## src/rtl/bus_spi_pkg.sv

```systemverilog
// rtl/bus_spi_pkg.sv - bus field layout, register offsets and state encoding shared by bus_spi
package bus_spi_pkg;
    localparam int BUS_WR_DATA_START = 0;
    localparam int BUS_WR_DATA_END   = 31;
    localparam int BUS_ADDR_START    = 32;
    localparam int BUS_ADDR_END      = 63;
    localparam int BUS_FIELD_RE      = 64;
    localparam int BUS_WE_START      = 65;
    localparam int BUS_WE_END        = 68;
    localparam int BUS_FIELD_RESET   = 69;
    localparam int BUS_FIELD_CLK     = 70;
    localparam int BUS_IN_WIDTH      = 71;

    localparam int BUS_RD_DATA_START = 0;
    localparam int BUS_RD_DATA_END   = 31;
    localparam int BUS_FIELD_WR_ACK  = 32;
    localparam int BUS_FIELD_RD_ACK  = 33;
    localparam int BUS_OUT_WIDTH     = 34;

    localparam logic [31:0] BUS_SPI_ADDR     = 32'h0200_0008;
    localparam logic [31:0] BUS_SPI_DATA_OFF = 32'd0;
    localparam logic [31:0] BUS_SPI_CTRL_OFF = 32'd4;

    typedef enum logic [1:0] {
        BUS_SPI_IDLE  = 2'd0,
        BUS_SPI_SHIFT = 2'd1,
        BUS_SPI_DONE  = 2'd2
    } bus_spi_state_t;

    function automatic logic [31:0] bus_spi_status(input logic busy, input logic rx_full,
                                                   input logic cs);
        return {23'b0, cs, 6'b0, rx_full, busy};
    endfunction
endpackage

```

## src/rtl/bus_spi_if.sv

```systemverilog
// rtl/bus_spi_if.sv - SoC bus request/response bundle between the bus fabric and bus_spi
interface bus_spi_if;
    import bus_spi_pkg::*;

    logic [BUS_IN_WIDTH-1:0]  bus_in;
    logic [BUS_OUT_WIDTH-1:0] bus_out;

    modport master (output bus_in, input bus_out);
    modport slave  (input bus_in, output bus_out);
endinterface

```

## src/rtl/spi_shift_engine.sv

```systemverilog
// rtl/spi_shift_engine.sv - SPI transfer FSM, half-period divider and shifters; BUS_SPI_MODES_EN enables CPOL/CPHA
module spi_shift_engine
    import bus_spi_pkg::*;
(
    input  logic           clk,
    input  logic           reset_l,
    input  logic           start,
    input  logic [7:0]     tx_data,
    input  logic [7:0]     div,
    input  logic           cpol,
    input  logic           cpha,
    input  logic           miso,
    output bus_spi_state_t state,
    output logic           sck,
    output logic           mosi,
    output logic [7:0]     rx_data
);
    bus_spi_state_t state_next;
    logic [7:0] div_q, cnt, tx_sh, rx_sh;
    logic [3:0] edge_cnt;
    logic       sck_q, mosi_q, cpha_q;
    logic       cpol_live, cpha_live, tick, last_edge, sample_edge, shift_edge;

`ifdef BUS_SPI_MODES_EN
    assign cpol_live = cpol;
    assign cpha_live = cpha;
`else
    logic unused_mode;
    assign unused_mode = cpol ^ cpha;
    assign cpol_live   = 1'b0;
    assign cpha_live   = 1'b0;
`endif

    assign tick      = (state == BUS_SPI_SHIFT) && (cnt == 8'd0);
    assign last_edge = tick && (edge_cnt == 4'd15);
    // Current edge number is edge_cnt+1: CPHA=0 samples odd edges, CPHA=1 even ones.
    assign sample_edge = tick && (edge_cnt[0] == cpha_q);
    assign shift_edge  = tick && (edge_cnt[0] != cpha_q) && !last_edge;

    always_ff @(posedge clk) begin
        if (!reset_l) begin
            state <= BUS_SPI_IDLE;
        end else begin
            state <= state_next;
        end
    end

    always_comb begin
        state_next = state;
        case (state)
            BUS_SPI_IDLE:  if (start) state_next = BUS_SPI_SHIFT;
            BUS_SPI_SHIFT: if (last_edge) state_next = BUS_SPI_DONE;
            BUS_SPI_DONE:  state_next = BUS_SPI_IDLE;
            default:       state_next = BUS_SPI_IDLE;
        endcase
    end

    always_ff @(posedge clk) begin
        if (!reset_l) begin
            div_q    <= 8'd0;
            cnt      <= 8'd0;
            edge_cnt <= 4'd0;
            tx_sh    <= 8'd0;
            rx_sh    <= 8'd0;
            sck_q    <= 1'b0;
            mosi_q   <= 1'b0;
            cpha_q   <= 1'b0;
        end else if (state == BUS_SPI_IDLE && start) begin
            div_q    <= div;
            cnt      <= div;
            edge_cnt <= 4'd0;
            sck_q    <= cpol_live;
            cpha_q   <= cpha_live;
            mosi_q   <= tx_data[7];
            // With CPHA=1 bit7 is re-driven on edge 1, so the shifter keeps it.
            tx_sh    <= cpha_live ? tx_data : {tx_data[6:0], 1'b0};
        end else if (state == BUS_SPI_SHIFT) begin
            if (tick) begin
                cnt      <= div_q;
                sck_q    <= ~sck_q;
                edge_cnt <= edge_cnt + 4'd1;
            end else begin
                cnt <= cnt - 8'd1;
            end
            if (sample_edge) rx_sh <= {rx_sh[6:0], miso};
            if (shift_edge) begin
                mosi_q <= tx_sh[7];
                tx_sh  <= {tx_sh[6:0], 1'b0};
            end
        end
    end

    assign sck     = (state == BUS_SPI_IDLE) ? cpol_live : sck_q;
    assign mosi    = mosi_q;
    assign rx_data = rx_sh;
endmodule

```

## src/rtl/bus_spi.sv

```systemverilog
// rtl/bus_spi.sv - SPI master bus slave: address decode, acks, DATA/CTRL/STATUS registers
module bus_spi
    import bus_spi_pkg::*;
(
    input  logic        clk,
    input  logic        reset_l,
    bus_spi_if.slave    bus,
    input  logic [31:0] cfg,
    input  logic        spi_miso,
    output logic        spi_sck,
    output logic        spi_mosi,
    output logic        spi_cs_l
);
    logic [31:0] addr, wr_data, rd_data;
    logic [3:0]  we;
    logic        re, hit_data, hit_ctrl, data_wr, ctrl_wr, data_rd, stat_rd;
    logic        eng_idle, eng_done, start, busy;
    logic [7:0]  start_data, eng_rx, rx_byte, pend_data;
    logic        pend_valid, rx_full, cs, wr_ack, rd_ack;
    bus_spi_state_t eng_state;
    logic        unused_bits;

    assign addr    = bus.bus_in[BUS_ADDR_END:BUS_ADDR_START];
    assign wr_data = bus.bus_in[BUS_WR_DATA_END:BUS_WR_DATA_START];
    assign we      = bus.bus_in[BUS_WE_END:BUS_WE_START];
    assign re      = bus.bus_in[BUS_FIELD_RE];
    assign unused_bits = ^{bus.bus_in[BUS_FIELD_CLK], bus.bus_in[BUS_FIELD_RESET],
                           wr_data[31:8], cfg[31:10]};

    assign hit_data = (addr == BUS_SPI_ADDR + BUS_SPI_DATA_OFF);
    assign hit_ctrl = (addr == BUS_SPI_ADDR + BUS_SPI_CTRL_OFF);
    assign data_wr  = hit_data && (|we);
    assign ctrl_wr  = hit_ctrl && (|we);
    assign data_rd  = hit_data && re;
    assign stat_rd  = hit_ctrl && re;

    assign eng_idle   = (eng_state == BUS_SPI_IDLE);
    assign eng_done   = (eng_state == BUS_SPI_DONE);
    assign busy       = !eng_idle;
    // A held write takes priority; a fresh write colliding with it is dropped.
    assign start      = eng_idle && (pend_valid || data_wr);
    assign start_data = pend_valid ? pend_data : wr_data[7:0];

    spi_shift_engine u_engine (
        .clk     (clk),
        .reset_l (reset_l),
        .start   (start),
        .tx_data (start_data),
        .div     (cfg[7:0]),
        .cpol    (cfg[8]),
        .cpha    (cfg[9]),
        .miso    (spi_miso),
        .state   (eng_state),
        .sck     (spi_sck),
        .mosi    (spi_mosi),
        .rx_data (eng_rx)
    );

    always_ff @(posedge clk) begin
        if (!reset_l) begin
            wr_ack     <= 1'b0;
            rd_ack     <= 1'b0;
            rd_data    <= 32'd0;
            pend_valid <= 1'b0;
            pend_data  <= 8'd0;
            rx_byte    <= 8'd0;
            rx_full    <= 1'b0;
            cs         <= 1'b0;
        end else begin
            // Held writes are acked in the cycle after DONE, while the engine sits in IDLE.
            wr_ack <= (data_wr && eng_idle && !pend_valid) || ctrl_wr ||
                      (eng_done && (pend_valid || data_wr));
            if (data_wr && !eng_idle && !pend_valid) begin
                pend_valid <= 1'b1;
                pend_data  <= wr_data[7:0];
            end else if (start && pend_valid) begin
                pend_valid <= 1'b0;
            end
            if (ctrl_wr) cs <= wr_data[0];
            rd_ack  <= data_rd || stat_rd;
            rd_data <= data_rd ? {24'b0, rx_byte} :
                       stat_rd ? bus_spi_status(busy, rx_full, cs) : 32'd0;
            if (eng_done) begin
                rx_byte <= eng_rx;
                rx_full <= 1'b1;
            end else if (data_rd) begin
                rx_full <= 1'b0;
            end
        end
    end

    always_comb begin
        bus.bus_out = '0;
        bus.bus_out[BUS_RD_DATA_END:BUS_RD_DATA_START] = rd_data;
        bus.bus_out[BUS_FIELD_WR_ACK] = wr_ack;
        bus.bus_out[BUS_FIELD_RD_ACK] = rd_ack;
    end

    assign spi_cs_l = !cs;
endmodule

```

## src/flat_wrapper.sv

```systemverilog
// flat-port wrapper written by rule: the top's interface ports become plain ports
module bus_spi_flat import bus_spi_pkg::*;
  (clk, reset_l, cfg, spi_miso, spi_sck, spi_mosi, spi_cs_l, bus_bus_in, bus_bus_out);
  bus_spi_if bus_i ();
  input  logic clk;
  input  logic reset_l;
  input  logic [31:0] cfg;
  input  logic spi_miso;
  output logic spi_sck;
  output logic spi_mosi;
  output logic spi_cs_l;
  input wire logic [$bits(bus_i.bus_in)-1:0] bus_bus_in;
  output wire logic [$bits(bus_i.bus_out)-1:0] bus_bus_out;
  assign bus_i.bus_in = bus_bus_in;
  assign bus_bus_out = bus_i.bus_out;
  bus_spi u_core (.clk(clk), .reset_l(reset_l), .bus(bus_i), .cfg(cfg), .spi_miso(spi_miso), .spi_sck(spi_sck), .spi_mosi(spi_mosi), .spi_cs_l(spi_cs_l));
endmodule
```

## config.mk

```make
export PLATFORM = sky130hd
export DESIGN_NAME = bus_spi_flat
export DESIGN_NICKNAME = d
export VERILOG_FILES = /design/src/rtl/bus_spi_pkg.sv /design/src/rtl/bus_spi_if.sv /design/src/rtl/spi_shift_engine.sv /design/src/rtl/bus_spi.sv /design/src/flat_wrapper.sv
export SDC_FILE = /design/constraint.sdc
export NUM_CORES = 1
export LEC_CHECK = 0
export BUFFER_PORTS_ARGS = -buffer_cell sky130_fd_sc_hd__buf_2
export CORE_UTILIZATION = 45
export CTS_BUF_LIST = sky130_fd_sc_hd__clkbuf_4 sky130_fd_sc_hd__clkbuf_8
export CTS_CLUSTER_DIAMETER = 30
export DETAILED_ROUTE_END_ITERATION = 8
export PLACE_DENSITY = 0.75
export SETUP_SLACK_MARGIN = 0.5
export SKIP_LAST_GASP = 1
export SLEW_MARGIN = 20
export SYNTH_ARGS = -nofsm -noshare
export SYNTH_HDL_FRONTEND = slang
export SYNTH_SLANG_ARGS = --single-unit
export TNS_END_PERCENT = 5
```

## constraint.sdc

```tcl
create_clock -name clk -period 1.72 [get_ports clk]
set_input_delay 0.086 -clock clk [delete_from_list [all_inputs] [get_ports clk]]
set_output_delay 0.086 -clock clk [all_outputs]
set_load 0.03 [all_outputs]
```

**Word-level counts from Yosys, hierarchy flattened**

Cells that the tools add are included.
Widths: inputs -> output; s select.

- $add $sub $neg: 2
- $mul: 0
- Div/mod/pow operators: 0
- Magnitude comparators: 0
- Equal/unequal tests: 7
- Shifts and indexed selects: 0
- Muxes and demuxes: 20
- Bitwise gates (word level): 5
- Reductions and logical operators: 39

Operator list:

| cell | count |
|---|---|
| $eq 32x26->1 const B | 2 |
| $mux 8 | 8 |
| $logic_and 1x1->1 | 17 |
| $logic_not 8->1 | 1 |
| $mux 1 | 8 |
| $reduce_bool 2->1 | 4 |
| $sub 8x1->8 const B | 1 |
| $mux 2 | 3 |
| $reduce_and 2->1 | 3 |
| $not 1->1 | 5 |
| $add 4x1->4 const B | 1 |
| $eq 4x4->1 const B | 1 |
| $logic_not 1->1 | 4 |
| $logic_or 1x1->1 | 4 |
| $ne 2x2->1 const B | 2 |
| $pmux 2 s2 | 1 |
| $reduce_or 2->1 | 2 |
| $reduce_or 4->1 | 1 |
| $reduce_and 3->1 | 1 |
| $reduce_or 3->1 | 1 |
| $eq 2x1->1 const B | 1 |
| $eq 2x2->1 const B | 1 |
| $logic_not 2->1 | 1 |

- Register bits after elaboration: 92
- Latch bits: 0
- RAM bits: 0
- Memory bits (read-only): 0
- Input bits: 106
- Output and inout port bits: 37
- Logic and storage cells: 91
- Memories kept: 0

**Logic depth before layout (Yosys ltp)**

- Word-level depth: 8
- Depth in mapped cells: 8
- Gate-level depth less buffers: 7

**Cells and area by module**

From an unflattened synthesis, not the netlist that was laid out.

- Cells, all modules: 385
- Area, all modules: 3540.9 um2

By module, submodules not included:

| module | instances | cells each | area each (um2) | sequential area each (um2) |
|---|---|---|---|---|
| spi_shift_engine | 1 | 218 | 1918.1 | 780.7 |
| bus_spi | 1 | 167 | 1622.8 | 600.6 |

**Worst setup path after synthesis**

No wires, ideal clock.

- Kind: reg-to-reg
- From: register u_core.u_engine.cnt[0]
- To: register u_core.u_engine.cnt[5]
- Setup time: 0.072 ns
- Data arrival time: 1.807 ns
- Required time: 1.648 ns
- Path slack: -0.159 ns
- Stages on the path, launching flop included: 9
- Buffers on the path: 1
- Clock period less this slack: 1.879 ns
- Cell sequence: dfxtp_1 > inv_1 > ha_1 > nor3b_2 > and3_1 > buf_4 > nor3_1 > a2111o_1 > mux2i_1

- Longest elaborated chain between the ends: 5
- Elaborated cells on any way between the ends: 6
- Classes of those cells: add/sub (1); mux (3); reduce/logical (2)

RTL lines:

| what | RTL line | text |
|---|---|---|
| from (decl) | spi_shift_engine.sv:19 | `logic [7:0] div_q, cnt, tx_sh, rx_sh;` |
| from (signal assigned) | spi_shift_engine.sv:70 | `cnt <= div;` |
| from (signal assigned) | spi_shift_engine.sv:79 | `cnt <= div_q;` |
| from (signal assigned) | spi_shift_engine.sv:83 | `cnt <= cnt - 8'd1;` |
| branches (longest 2 deep; another with $sub 8x1->8) | -- |  |
| $mux 8 (*) | spi_shift_engine.sv:78 | `if (tick) begin` |
| $mux 8 (*) | spi_shift_engine.sv:77 | `end else if (state == BUS_SPI_SHIFT) begin` |
| $mux 8 (*) | spi_shift_engine.sv:68 | `end else if (state == BUS_SPI_IDLE && start) begin` |

Mark *: on every way between the ends. The select of a mux whose other input is x is not followed.
A chain may end at the register's enable or synchronous reset.

**Worst setup path in the final report**

- From: register u_core.u_engine.cnt[5]
- To: register u_core.u_engine.rx_sh[1], in the netlist u_core.u_engine.rx_data[1]

- Longest elaborated chain between the ends: 4

RTL lines:

| what | RTL line | text |
|---|---|---|
| $logic_not 8->1 | spi_shift_engine.sv:34 | `assign tick = (state == BUS_SPI_SHIFT) && (cnt == 8'd0);` |
| $logic_and 1x1->1 | spi_shift_engine.sv:34 |  |
| $logic_and 1x1->1 | spi_shift_engine.sv:37 | `assign sample_edge = tick && (edge_cnt[0] == cpha_q);` |
| $reduce_and 3->1 (no line) | -- |  |
| to (signal assigned) | spi_shift_engine.sv:85 | `if (sample_edge) rx_sh <= {rx_sh[6:0], miso};` |
| to (decl) | spi_shift_engine.sv:19 |  |

Every way passes these cells.

==> impl_metrics.ini <==
[detailed_routing]
totalWireLength_um = 7720
avgRoutedWirePerCell_um = 13.1
drtAntennaViolNets = 0
vias_per_cell = 5.21
drcViolationCount = 0
drt_iter0_drc = 116
via_count = 3072
drt_pass1_iterations = 4

[pwr]
finalPower_mw = 3.18
max-vdd-ir-drop_v = 0.000419
p_leak_nw = 2.01
power_density_nw_per_um2 = 712

[setup_path]
crit_arrival_ns = 1.92
r2r-end = u_core.u_engine.rx_data[1]
cp-endpoint = u_core.u_engine.rx_data[1]
crit_type = flip-flop to flip-flop
endpoint_kind = flip-flop
worst-r2r-cell-count = 7
r2r-start = u_core.u_engine.cnt[5]
crit_fanout = 8
worst-endpoint-required_ns = 1.97
critPathLaunch = u_core.u_engine.cnt[5]
rrSetupSlack_ns = 0.05
start_kind = flip-flop

[timing]
slew_violations = 0
relSlewSlack = 0.643
finClkSkew_ns = 0.00680
hold_viol = 0
grt_setup_unrepaired = yes
fmax_mhz = 598
setup_violations = 0
timing.final.crit_period_ns = 1.67
post-route-period-util = 0.972
tightest_slew_ns = 0.534

[synth]
yosysWarningCount = 0
syn_avg_cell_area_um2 = 9.20
ys_top_cells_by_area = dfxtp_1, mux2i_1, buf_4, nand2_1, nor4_1
synth_area_um2 = 3360
synth-seq-area-share = 0.411
synth_top_area_frac = 0.411
ys_types = 55
ys_ff_latch = 69
syn-instance-count = 365
yosys.area.top_type = dfxtp_1

[global_routing]
grt_antenna_before_repair = 0
grt_max_degree = 33
grt_usage = 0.201
grt_pass1_vias = 2771
grt.overflow.total = 0
grt_pass1_wl_um = 12100

[cells_and_area]
stdcell_area_um2 = 4470
n_antenna_cell = 0
drive_above_1_share = 0.334
postLayoutCoreUtil = 0.619
layout_common_cells = buf_2, dfxtp_1, nand2_1
synthToLayoutAreaGrowth_pct = 33.0
final_nets = 595
layout_commonest_cell = buf_2

[clocking]
cts_sinks = 69
clock_path_buffers = 2
clk_pin_slew_worst_paths_ns = 0.08
cts_max_level = 3
cts_buffers = 9
clkLatencyLatePin_ns = 0.35
cts_root_buf = clkbuf_8
cts_tree = built

[flow_run]
drv_cap = 0

[die]
core_um2 = 7210
fp-row-count = 31
start_util = 0.465
dieArea_um2 = 7810
ios = 143
die_y_um = 88.4
die_x_um = 88.4

[run_status]
status = complete, no violations

[placed_design]
finalWeightedCongestion = 0.803
postPlaceCellArea_um2 = 3940
port_buffers = 69
hpwl_um = 5210

[min_path]
hold_class = primary input to flip-flop
[timing repair]
item / in CTS / in global routing
pin swaps: 4 / 8
endpoints found under the hold margin: 21 / 0
setup endpoints to repair: 57 / 69
hold buffers: 12 / 0
gates resized for setup: 11 / 9
buffers inserted: 7 / 7
[sequential cells by signal, indices dropped and copies added (netlist names), 2 cells and up]
name,count
u_core.u_engine.cnt,8
u_core.u_engine.edge_cnt,4
u_core.u_engine.tx_sh,7
u_core.u_engine.rx_data,8
u_core.rx_byte,8
u_core.u_engine.div_q,8
u_core.u_engine.state,2
u_core.rd_data,9
u_core.pend_data,8
[power by group]
group | switching, mW | internal (mW)
sequential | 0.000000000465 | 1.59
combinational | 0.146 | 0.0889
clock | 0.662 | 0.688
total | 0.808 | 2.37
[Yosys cell counts (all sizes together)]
library cell   n
buf           31
nor3           8
nor4b          5
a311oi         1
o21ai         10
nor2b          2
o221ai         1
dfxtp         69
o41ai          3
or3            2
conb           1
nor4          18
a211oi         1
xor2           2
nand4          8
and4           4
clkbuf        10
ha             3
o2111ai        4
nor2          27
nand3          8
a21oi         14
inv           14
o211a          2
nand2b         1
or2            2
a221oi         6
and2           7
a22o           3
o211ai         1
xnor2          2
a31oi          2
nand2         42
nand3b         1
mux2           1
mux2i         40
nor4bb         1
and3           2
nor3b          2
o21a           1
o31ai          1
or4            1
a2111o         1
[layout make-up]
type	instances	area [um^2]
inverter	14	55.1
multi-input combinational	263	1810
clock inverter	7	81.3
sequential	69	1390
clock buffer	9	124
tap	99	124
fill	627	2750
timing repair buffer	129	887
[metal layers]
layer	global-route usage	share of wire	routed length (um)	vias to the layer above
li1	-	-	-	1509
met1	0.224	0.42	3230	1443
met2	0.356	0.49	3810	96
met3	0.0438	0.056	434	24
met4	0.113	0.032	244	0
met5	0	0	0	-
[kinds of logic (layout without fill, tap and decap cells)]
group / after synthesis / count (layout) / synth area share
flops: 69 / 69 / 0.411
fa+ha+maj: 3 / 3 / 0.0112
other cells: 1 / 23 / 0.00112
buf+inv: 55 / 159 / 0.101
simple gates: 141 / 141 / 0.237
compound gates: 51 / 51 / 0.106
mux: 41 / 41 / 0.123
xor+xnor: 4 / 4 / 0.0104
[worst min-delay path by stage]
stage	from	to	cells after the start
final	bus_bus_in[5]	u_core.pend_data[5]	3
after global routing	bus_bus_in[4]	u_core.pend_data[4]	3
after CTS	bus_bus_in[5]	u_core.pend_data[5]	3
after detailed placement	spi_miso	u_core.u_engine.rx_data[0]	3
after global placement	spi_miso	u_core.u_engine.rx_data[0]	3
after floorplan	bus_bus_in[7]	u_core.u_engine.mosi	2
[critical path, stage by stage (launching register included)]
cell and delay [ns]:
dfxtp_2 0.34, nor4b_4 0.39, buf_4 0.18, nand3_2 0.11
nor2_4 0.16, buf_12 0.14, mux2i_1 0.19, nor2_1 0.06
[metrics by stage]
stage,std cells,hold WS (ns),setup WS [ns],TNS (ns)
final,590,0.0127,0.0490,0
after CTS,583,0.000682,0.0531,0
after global placement,548,0.335,-0.0501,-0.454
after floorplan,387,0.230,0.0291,0
after detailed placement,548,0.342,-0.122,-1.27
after global routing,590,0.0158,-0.0235,-0.119
No activity file was read; power rests on OpenSTA's default activity.
